## config.mk

```make
export PLATFORM = sky130hd
export DESIGN_NAME = tx_pkt_sched
export DESIGN_NICKNAME = d
export VERILOG_FILES = /design/src/rtl/tx_pkt_pkg.sv /design/src/rtl/usb_crc16.sv /design/src/rtl/tx_pkt_sched.sv
export SDC_FILE = /design/constraint.sdc
export NUM_CORES = 1
export LEC_CHECK = 0
export ABC_AREA = 1
export CAP_MARGIN = 20
export CORE_MARGIN = 8
export CORE_UTILIZATION = 50
export CTS_CLUSTER_SIZE = 8
export DETAILED_ROUTE_END_ITERATION = 10
export PLACE_DENSITY = 0.73
export SKIP_CTS_REPAIR_TIMING = 1
export SLEW_MARGIN = 20
export SYNTH_ARGS = -nofsm -noshare
export SYNTH_HDL_FRONTEND = slang
export SYNTH_HIERARCHICAL = 1
export SYNTH_SLANG_ARGS = --single-unit
```

## constraint.sdc

```tcl
create_clock -name clk -period 2.4 [get_ports clk]
set_input_delay 0.48 -clock clk [delete_from_list [all_inputs] [get_ports clk]]
set_output_delay 0.48 -clock clk [all_outputs]
set_load 0.02 [all_outputs]
```

## src/rtl/tx_pkt_pkg.sv

```systemverilog
// Shared types and constants for the USB transmit packet scheduler.
// Holds the FSM state enum, byte/CRC constants, common PIDs and a bit-reflection helper.
package tx_pkt_pkg;

    typedef enum logic [2:0] {
        ST_IDLE,
        ST_SYNC,
        ST_PID,
        ST_DATA,
        ST_CRC_LO,
        ST_CRC_HI,
        ST_EOP
    } state_t;

    localparam logic [7:0]  SYNC_BYTE  = 8'h80;
    localparam logic [15:0] CRC16_POLY = 16'h8005;
    localparam logic [15:0] CRC16_INIT = 16'hFFFF;

    localparam logic [3:0] PID_ACK   = 4'h2;
    localparam logic [3:0] PID_NAK   = 4'hA;
    localparam logic [3:0] PID_STALL = 4'hE;
    localparam logic [3:0] PID_DATA0 = 4'h3;
    localparam logic [3:0] PID_DATA1 = 4'hB;

    function automatic logic [15:0] reflect16(input logic [15:0] v);
        logic [15:0] r;
        r = '0;
        for (int unsigned i = 0; i < 16; i++) begin
            r[i] = v[15 - i];
        end
        return r;
    endfunction

endpackage

```

## src/rtl/usb_crc16.sv

```systemverilog
// Combinational byte-wide CRC16 step, LSB-first reflected form of the USB polynomial.
// The CRC register itself lives in the scheduler.
module usb_crc16
    import tx_pkt_pkg::*;
(
    input  logic [15:0] crc,
    input  logic [7:0]  data,
    output logic [15:0] crc_next
);

    localparam logic [15:0] POLY_REF = reflect16(CRC16_POLY);

    always_comb begin
        crc_next = crc;
        for (int unsigned i = 0; i < 8; i++) begin
            if (crc_next[0] ^ data[i]) begin
                crc_next = (crc_next >> 1) ^ POLY_REF;
            end else begin
                crc_next = crc_next >> 1;
            end
        end
    end

endmodule

```

## src/rtl/tx_pkt_sched.sv

```systemverilog
// USB transmit packet scheduler: arbitrates handshake/data requests and sequences
// SYNC, PID, payload, CRC16 and EOP towards a byte serializer.
module tx_pkt_sched
    import tx_pkt_pkg::*;
(
    input  logic       clk,
    input  logic       nRST,
    input  logic       hs_req,
    input  logic [3:0] hs_pid,
    output logic       hs_gnt,
    input  logic       dt_req,
    input  logic [3:0] dt_pid,
    input  logic       dt_zlp,
    input  logic [7:0] dt_data,
    input  logic       dt_valid,
    input  logic       dt_last,
    output logic       dt_ready,
    output logic       dt_gnt,
    output logic [7:0] byte_data,
    output logic       byte_load,
    input  logic       byte_busy,
    input  logic       byte_done,
    output logic       eop_req,
    input  logic       eop_done,
    output logic       pkt_done,
    output logic       pkt_src,
    output logic       busy
);

    state_t      state, state_next;
    logic        loaded, loaded_next;
    logic        last_q;
    logic [3:0]  pid_q;
    logic        zlp_q;
    logic [15:0] crc_q, crc_calc;

    logic        grant, grant_src, grant_zlp;
    logic [3:0]  grant_pid;
    logic        payload_xfer;
    logic [7:0]  tx_byte;

    usb_crc16 u_crc (
        .crc      (crc_q),
        .data     (dt_data),
        .crc_next (crc_calc)
    );

    always_comb begin
        case (state)
            ST_SYNC:   tx_byte = SYNC_BYTE;
            ST_PID:    tx_byte = {~pid_q, pid_q};
            ST_DATA:   tx_byte = dt_data;
            ST_CRC_LO: tx_byte = ~crc_q[7:0];
            ST_CRC_HI: tx_byte = ~crc_q[15:8];
            default:   tx_byte = '0;
        endcase
    end

    always_comb begin
        state_next   = state;
        loaded_next  = loaded;
        grant        = 1'b0;
        grant_src    = 1'b0;
        grant_pid    = '0;
        grant_zlp    = 1'b0;
        payload_xfer = 1'b0;
        hs_gnt       = 1'b0;
        dt_gnt       = 1'b0;
        dt_ready     = 1'b0;
        byte_load    = 1'b0;
        eop_req      = 1'b0;
        pkt_done     = 1'b0;

        case (state)
            ST_IDLE: begin
                // Grants are gated by nRST so every output stays low while reset is held.
                if (nRST && hs_req) begin
                    grant      = 1'b1;
                    grant_pid  = hs_pid;
                    hs_gnt     = 1'b1;
                    state_next = ST_SYNC;
                end else if (nRST && dt_req) begin
                    grant      = 1'b1;
                    grant_src  = 1'b1;
                    grant_pid  = dt_pid;
                    grant_zlp  = dt_zlp;
                    dt_gnt     = 1'b1;
                    state_next = ST_SYNC;
                end
            end
            ST_DATA: begin
                dt_ready = !loaded && !byte_busy;
                if (dt_ready && dt_valid) begin
                    payload_xfer = 1'b1;
                    byte_load    = 1'b1;
                    loaded_next  = 1'b1;
                end else if (loaded && byte_done) begin
                    loaded_next = 1'b0;
                    if (last_q) begin
                        state_next = ST_CRC_LO;
                    end
                end
            end
            ST_EOP: begin
                eop_req = 1'b1;
                if (eop_done) begin
                    pkt_done   = 1'b1;
                    state_next = ST_IDLE;
                end
            end
            default: begin
                if (!loaded && !byte_busy) begin
                    byte_load   = 1'b1;
                    loaded_next = 1'b1;
                end else if (loaded && byte_done) begin
                    loaded_next = 1'b0;
                    case (state)
                        ST_SYNC:   state_next = ST_PID;
                        ST_PID:    state_next = !pkt_src ? ST_EOP :
                                                (zlp_q ? ST_CRC_LO : ST_DATA);
                        ST_CRC_LO: state_next = ST_CRC_HI;
                        default:   state_next = ST_EOP;
                    endcase
                end
            end
        endcase

        byte_data = byte_load ? tx_byte : '0;
        busy      = (state != ST_IDLE);
    end

    always_ff @(posedge clk or negedge nRST) begin
        if (!nRST) begin
            state   <= ST_IDLE;
            loaded  <= 1'b0;
            last_q  <= 1'b0;
            pid_q   <= '0;
            zlp_q   <= 1'b0;
            pkt_src <= 1'b0;
            crc_q   <= CRC16_INIT;
        end else begin
            state  <= state_next;
            loaded <= loaded_next;
            if (grant) begin
                pid_q   <= grant_pid;
                zlp_q   <= grant_zlp;
                pkt_src <= grant_src;
                crc_q   <= CRC16_INIT;
            end else if (payload_xfer) begin
                crc_q  <= crc_calc;
                last_q <= dt_last;
            end
        end
    end

endmodule
```

==> results.ini <==
[cts]
htreeDepth = 1
clock_sinks = 27
cts_root_buf = clkbuf_8
cts_buffer_depth = 2
cts_made_buffers = 3
clk-insertion-delay-late_ns = 0.27
tritoncts = yes
clkTransAtPathRegs_ns = 0.09

[setup_path]
worstPathArrival_ns = 1.80
setup.worst_path.end = byte_data[4]
rr_endpoint = crc_q[0]$_DFFE_PN1P_
rrSetupSlack_ns = 0.31
r2r_start = crc_q[0]$_DFFE_PN1P_
cp-startpoint = byte_busy
cp_slowest_stage_delay_ns = 0.42
cp_cell_sequence = clkdlybuf4s50_1 > nor2_1 > o21ai_1 > nor2_4 > nand2_4 > nor2_1 > clkbuf_2
end_kind = output pin
crit_top_cell = nor2_1
critical_path_class = in2out
slowest_stage = clkdlybuf4s50_1
cp-start-kind = input port
crit_fanout = 8
ff2ff_path_depth = 16
crit_required_ns = 1.92

[routing]
drt_iter0_drc = 109
drc = 0
totalWireLength_mm = 5.50
ant_nets = 0
drt-wirelength-per-cell_um = 14.2
vias_per_cell = 5.19
firstDrtPassIters = 4
dr_total_vias = 2010

[logic_synthesis]
yosys.area.top_type_share = 0.191
ys_warn_count = 6
synthArstFlopShare = 1.00
ys_seq_area_frac = 0.315
synth_cell_type_count = 32
synth.net_count = 294
synth_enable_flop_cells = 0
synthCells = 268
yosysTopAreaCell = dfstp_2
synthTopCellsByArea = dfstp_2 (19%), dfrtp_1 (12%), nand2_1 (9.0%)
ys_ff_latch = 27
avgSynthCellArea_um2 = 8.23
synth_flop_cell = dfstp_2
syn_area_um2 = 2210

[grt]
grt_util_met2 = 0.299
grt_overflow = 0
grt_max_degree = 25
use_met1 = 0.216
grt_pass1_wl_mm = 9.14
top_usage_layer = met2
use_met3 = 0.0184
grt_pass1_vias = 2017
antenna_found_initial = 0
gr-usage-all-layers = 0.171

[sta]
hold_viol = 0
period_share = 0.951
relSlewSlack = 0.807
finalClockSkew_ns = 0.00550
max_freq_mhz = 438
setup_viol = 0
fin_hold_ws_ns = 0.549
period_minus_slack_ns = 2.28
maxSlewViolCount = 0
rsz0062_at_grt = false
worstMarginPinSlew_ns = 0.289

[layout]
final_common_cell = nand2_1
design_area_um2 = 2910
final_cell_mix = nand2_1 (51), buf_4 (32), nor2_1 (30)
area_delta_synth_final_pct = 32.1
layoutNonFillerInstCount = 387
layout-drive-gt1-share = 0.322
diodes = 0
nNetsFinal = 362
fillers = 354
finalCoreUtilization = 0.679

[floorplan]
num_rows = 24
core_area_um2 = 4290
fp.dieW_um = 82.4
initial_core_util = 0.514
die_area_um2 = 6790
fp.dieH_um = 82.4
io_pins = 42

[run]
max_cap_violations = 0

[power_and_ir_drop]
p_total_uw = 3120
powerDensity_nw_per_um2 = 1070
total_leakage_power_uw = 0.00154
ir_drop_mv = 0.636

[outcome]
status = finished, final reports clean

[placement]
gp_congestion = 0.856
dp.cells = 382
post-dp-hpwl_mm = 4.36
portBuffers = 41
post_dp_cell_area_um2 = 2810

[min_path]
min_path_type = reg2reg

==> per-stage QoR <==
| step | setup TNS [ns] | worst slack, ns |
|---|---|---|
| final | 0 | 0.119 |
| after floorplan | 0 | 0.425 |
| after global routing | 0 | 0.0111 |
| after global placement | -1.90 | -0.228 |
| after CTS | -2.58 | -0.316 |
| after detailed placement | -3.08 | -0.304 |
==> power by group <==
part | leakage [uW] | total [uW] | switching [uW] | internal [uW]
clock network | 0.0000255 | 257 | 141 | 116
logic | 0.00121 | 1930 | 1080 | 853
registers | 0.000299 | 933 | 227 | 706
total | 0.00154 | 3120 | 1450 | 1670
==> cell type report <==
class                   count  area, um2  area share
multi-input cells         200       1310       0.448
flip-flops and latches     27        699       0.240
repair buffers             73        681       0.234
inverters                  31        116      0.0399
well taps                  52       65.1      0.0223
clock buffers               3       41.3      0.0142
clock inverters             1       5.00     0.00172
==> cells by family after synthesis <==
family,count (synthesis),share of synthesized area
AOI/OAI and AO/OA,46,0.139
xor gates and xnor gates,14,0.0964
buffers and inverters,41,0.0993
DFF,27,0.315
and+or+nand+nor,140,0.350
==> synthesized netlist by cell type (2+ instances only) <==
cell type   n
o22ai_1     7
dfrtp_1    11
xor2_1      5
o22a_2      6
nand3_2     5
buf_6       4
inv_1      26
nand3_4     3
nand3_1    21
inv_2       4
xor2_2      2
nor2_4      3
o21ai_0    20
nand2_2     9
a21oi_1     2
nor2_1     30
xor2_4      2
o22a_1     10
xnor2_1     3
nand2_1    53
nand4_1     2
xnor2_4     2
dfstp_2    16
buf_4       5
nand2_4    10
==> state kept, by name, summed over array words and instances (netlist names) <==
signal / flops
crc_q: 16
last_q: 1
loaded: 1
pid_q: 4
pkt_src: 1
state: 3
zlp_q: 1
==> metal layers <==
metal | vias to the layer above | share of wire
met2 | 42 | 0.51
met3 | 6 | 0.031
met4 | 0 | 0.012
met5 | - | 0
met1 | 956 | 0.45
li1 | 1006 | -
==> worst max-delay path, delay by kind of cell <==
| kind | cells | cell delay (ns) |
|---|---|---|
| AO/OA/AOI/OAI | 1 | 0.14 |
| buffers and inverters | 2 | 0.61 |
| AND/OR/NAND/NOR | 4 | 0.55 |
==> how the worst min path moves through the flow <==
stage                                     start                     to  slack [ns]  depth (start not counted)
after floorplan                            nRST     last_q$_DFFE_PN0P_        0.18                          0
after global placement    crc_q[12]$_DFFE_PN1P_  crc_q[12]$_DFFE_PN1P_        0.53                          1
after detailed placement    pkt_src$_DFFE_PN0P_    pkt_src$_DFFE_PN0P_        0.54                          2
after CTS                 crc_q[12]$_DFFE_PN1P_  crc_q[12]$_DFFE_PN1P_        0.55                          1
after global routing       crc_q[8]$_DFFE_PN1P_   crc_q[8]$_DFFE_PN1P_        0.57                          1
final                     crc_q[12]$_DFFE_PN1P_  crc_q[12]$_DFFE_PN1P_        0.55                          1
No activity file was read; power rests on OpenSTA's default activity.
